**config.mk**
```make
export PLATFORM = sky130hd
export DESIGN_NAME = exp_scale_pipe
export DESIGN_NICKNAME = d
export VERILOG_FILES = /design/src/rtl/exp_scale_pipe.sv
export SDC_FILE = /design/constraint.sdc
export NUM_CORES = 1
export LEC_CHECK = 0
export ABC_AREA = 1
export BUFFER_PORTS_ARGS = -buffer_cell sky130_fd_sc_hd__buf_4
export CORE_AREA = 2 2 131 133
export CTS_CLUSTER_SIZE = 20
export DETAILED_ROUTE_END_ITERATION = 10
export DIE_AREA = 0 0 133 135
export PLACE_DENSITY_LB_ADDON = 0.05
export SLEW_MARGIN = 5
export SYNTH_ARGS = -nofsm -noshare
export SYNTH_HDL_FRONTEND = slang
export SYNTH_SLANG_ARGS = --single-unit
```
**constraint.sdc**
```tcl
create_clock -name clk -period 10.8 [get_ports clk]
set_input_delay 2.16 -clock clk [delete_from_list [all_inputs] [get_ports clk]]
set_output_delay 2.16 -clock clk [all_outputs]
set_load 0.005 [all_outputs]
```
**src/rtl/exp_scale_pipe.sv**
```systemverilog
// exp_scale_pipe: 3-stage fixed-point e^x (integer LUT x fractional LUT, rounded, saturated).
// Optional saturation counter enabled by EXP_SCALE_STATS_EN.
module exp_scale_pipe #(
  parameter int IN_W     = 8,
  parameter int IN_FRAC  = 4,
  parameter int OUT_W    = 12,
  parameter int OUT_FRAC = 8
) (
  input  logic              clk,
  input  logic              rst_n,
  input  logic              in_valid,
  output logic              in_ready,
  input  logic [IN_W-1:0]   in_x,
  output logic              out_valid,
  input  logic              out_ready,
  output logic [OUT_W-1:0]  out_exp,
  output logic              out_sat,
  output logic [15:0]       sat_cnt
);
  localparam int IW = IN_W - IN_FRAC;
  localparam int FW = OUT_FRAC + 2;
  localparam int PW = OUT_W + OUT_FRAC + 2;
  localparam logic [OUT_W-1:0] MAXV = {OUT_W{1'b1}};
  // LUT entry i holds the integer part k = signed(i), so in_x's top bits index it directly
  function automatic real int_real(input int i);
    int kk;
    kk = (i >= 2**(IW-1)) ? i - 2**IW : i;
    return $exp(real'(kk)) * (2.0 ** OUT_FRAC);
  endfunction
  logic [OUT_W-1:0] int_lut [2**IW];
  logic [2**IW-1:0] ovf_lut;
  logic [FW-1:0]    frc_lut [2**IN_FRAC];
  for (genvar i = 0; i < 2**IW; i++) begin : g_int
    localparam real E = int_real(i);
    localparam bit  O = E >= real'(2**OUT_W - 1);
    assign int_lut[i] = O ? MAXV : OUT_W'($rtoi(E + 0.5));
    assign ovf_lut[i] = O;
  end
  for (genvar i = 0; i < 2**IN_FRAC; i++) begin : g_frc
    localparam real F = $exp(real'(i) / real'(2**IN_FRAC)) * (2.0 ** OUT_FRAC);
    assign frc_lut[i] = FW'($rtoi(F + 0.5));
  end
  logic             adv, v1, v2, o1, o2;
  logic [OUT_W-1:0] a1;
  logic [FW-1:0]    b1;
  logic [PW-1:0]    p2;
  logic [PW:0]      sum;
  logic             sat3;
  assign adv      = !out_valid | out_ready;
  assign in_ready = adv;
  assign sum      = {1'b0, p2} + (PW+1)'(2**(OUT_FRAC-1));
  assign sat3     = o2 | (|sum[PW:OUT_W+OUT_FRAC]);
  always_ff @(posedge clk or negedge rst_n) begin
    if (!rst_n) begin
      v1        <= 1'b0;
      v2        <= 1'b0;
      o1        <= 1'b0;
      o2        <= 1'b0;
      a1        <= '0;
      b1        <= '0;
      p2        <= '0;
      out_valid <= 1'b0;
      out_exp   <= '0;
      out_sat   <= 1'b0;
    end else if (adv) begin
      v1        <= in_valid;
      a1        <= int_lut[in_x[IN_W-1:IN_FRAC]];
      b1        <= frc_lut[in_x[IN_FRAC-1:0]];
      o1        <= ovf_lut[in_x[IN_W-1:IN_FRAC]];
      v2        <= v1;
      p2        <= PW'(a1) * PW'(b1);
      o2        <= o1;
      out_valid <= v2;
      out_exp   <= sat3 ? MAXV : sum[OUT_W+OUT_FRAC-1:OUT_FRAC];
      out_sat   <= sat3;
    end
  end
`ifdef EXP_SCALE_STATS_EN
  always_ff @(posedge clk or negedge rst_n) begin
    if (!rst_n) sat_cnt <= '0;
    else if (out_valid && out_ready && out_sat && sat_cnt != 16'hFFFF) sat_cnt <= sat_cnt + 16'd1;
  end
`else
  assign sat_cnt = '0;
`endif
endmodule

```
==> flow_summary.toml <==
[drt]
wirelength_um = 17200
final_antenna_net_count = 0
drc_errors = 0
avgViaCountPerCell = 4.95
vias = 5660
wl_per_cell_um = 15.0
drtIter0Drc = 316
firstDrtPassIters = 5

[setup_path]
critPathKind = "flip-flop to flip-flop"
cp_data_required_time_ns = 11.00
end_kind = "flip-flop"
arrival_ns = 5.39
critPathLaunchType = "flip-flop"
worstPathMaxFanout = 13

[grt]
grt_overflow = 0
antenna_found_initial = 0
grt_pass1_wl_um = 29100
track_usage_pct = 20.3
grt_max_degree = 56
grt_pass1_vias = 5895

[yosys]
syn_inst = 922
ys_seq_elements = 55
ys_types = 45
yosys_warnings = 0
syn_area_per_cell_um2 = 7.55
yosysSeqAreaShare_pct = 19.8
synthesis.area_mm2 = 0.00696

[placed_design]
io_buffers = 26
gp_congestion = 0.911
hpwlAfterDp_um = 13500

[floorplanning]
die_w_um = 133
dieArea_mm2 = 0.0180
core_region_area_mm2 = 0.0164
ios = 43
initial_core_util_pct = 42.4
row_count = 47
die_y_um = 135

[layout]
n_fill_cell = 1676
layout-drive-gt1-share_pct = 6.39
final_cell_mix = "249 x nand2_1, 202 x inv_1, 77 x fa_1, 64 x nor2_1, 62 x ha_1"
final_util_pct = 45.1
final_common_cell = "nand2_1"
final_nets = 1074
regArea_mm2 = 0.00138
area_growth_pct = 6.29
antennaDiodeCount = 0
multi_input_area_mm2 = 0.00462

[run_status]
status = "completed"

[clocking]
cts.sinks = 55
hold_buffers = 0
clockBufferDepth = 2
postCtsSetupBuffers = 0
clkLatencyLatePin_ns = 0.31
htreeDepth = 2
clk_pin_slew_ns = 0.08
cts_resized = 0
cts_tree = "built"
cts-root-buf = "clkbuf_16"
cts_buffers = 5

[sta]
rsz0062_at_grt = "false"
setup_tns_ns = 0
maxSlewViolCount = 0
fmax_mhz = 193
fin_skew_ns = 0.0126
hold_viol = 0
setup_violations = 0
max_slew_margin_pct = 26.9
timing.final.crit_period_ns = 5.19
post-route-period-util_pct = 48.1
hold_slack_ns = 0.460
worst_pin_slew_ns = 1.07

[flow_run]
maxCapViolations = 0

[worst_hold_path]
hp-class = "flip-flop to flip-flop"
-- area by class of cell --
cell class / instances / area share, %
clock buffer: 6 / 1.88
clock inverter: 2 / 0.220
inverter: 203 / 10.3
multi-input combinational: 630 / 62.5
sequential: 55 / 18.6
tap: 220 / 3.72
timing repair buffer: 28 / 2.84
-- kinds of logic after synthesis --
family,count (synthesis),synth area share [%]
AO/OA/AOI/OAI,87,8.16
AND/OR/NAND/NOR,370,21.8
flip-flops,55,19.8
adder cells (fa/ha/maj),139,33.3
other,1,0.0539
XOR/XNOR,18,2.26
buffers and inverters,252,14.7
-- final timing paths --
| kind | startpoint | to | slack (ns) | cells after the start |
|---|---|---|---|---|
| max | b1[9]$_DFFE_PN0P_ | p2[16]$_DFFE_PN0P_ | 5.61 | 19 |
| min | v2$_DFFE_PN0P_ | out_valid$_DFFE_PN0P_ | 0.46 | 2 |
| max reg2reg | b1[9]$_DFFE_PN0P_ | p2[16]$_DFFE_PN0P_ | 5.61 | 19 |
| min reg2reg | v2$_DFFE_PN0P_ | out_valid$_DFFE_PN0P_ | 0.46 | 2 |
| max in group asynchronous | rst_n | p2[12]$_DFFE_PN0P_ | 8.40 | 1 |
| min in group asynchronous | rst_n | a1[6]$_DFFE_PN0P_ | 1.92 | 1 |
-- through the flow --
stage	instances	instance area (um2)	worst slack [ns]
finish	1144	7400	5.61
global placement	1136	7250	5.61
global route	1144	7400	5.31
floorplan	937	7020	5.69
detailed placement	1136	7250	5.60
CTS	1144	7400	5.57
-- synthesized netlist by cell type, drive strengths merged --
cell type / count / share of area (%)
a21o: 3 / 0.32
a21boi: 1 / 0.11
o211ai: 1 / 0.11
conb: 1 / 0.054
a21oi: 23 / 1.7
nor4: 1 / 0.090
xor2: 9 / 1.1
o31ai: 1 / 0.11
or2: 1 / 0.090
ha: 62 / 11
a22oi: 1 / 0.11
o21ai: 28 / 2.1
nand3: 35 / 2.6
o21a: 4 / 0.43
nand4: 6 / 0.54
o21bai: 17 / 2.4
fa: 77 / 22
clkbuf: 27 / 1.5
a31oi: 4 / 0.36
nand3b: 3 / 0.32
nor2: 68 / 3.8
a211oi: 2 / 0.22
inv: 203 / 11
a2111oi: 1 / 0.13
and3: 1 / 0.11
xnor2: 9 / 1.1
nand2: 251 / 14
dfrtp: 55 / 20
o32ai: 1 / 0.13
buf: 22 / 2.3
nor3: 4 / 0.59
-- sequential cells by signal, indices dropped and copies added, names as in the netlist --
signal,cells
o1,1
b1,10
out_valid,1
v2,1
out_exp,12
o2,1
v1,1
p2,15
a1,12
out_sat,1
-- critical path: stages, from the launching register on --
cell and delay, ns:
dfrtp_1 0.68, nand2_1 0.17, fa_1 0.53, fa_1 0.55
inv_1 0.06, fa_1 0.54, fa_1 0.56, inv_1 0.06
fa_1 0.54, inv_1 0.05, ha_1 0.34, inv_1 0.12
o21bai_1 0.11, nand2_1 0.08, nand3_1 0.06, a21boi_0 0.16
nand2_1 0.08, or2_2 0.27, nand3_1 0.06, nand2_1 0.06
-- per-layer routing --
| layer | track usage, % | wire, um | vias up | share of wire, % |
|---|---|---|---|---|
| li1 | - | - | 2731 | - |
| met1 | 26.8 | 7660 | 2755 | 45 |
| met2 | 35.4 | 8430 | 147 | 49 |
| met3 | 1.95 | 687 | 27 | 4.0 |
| met4 | 6.09 | 376 | 0 | 2.2 |
| met5 | 0 | 0 | - | 0 |
Power is left out: the tool's default activity adds up to more than one toggle a clock period on the data nets, which glitch-free logic cannot reach.
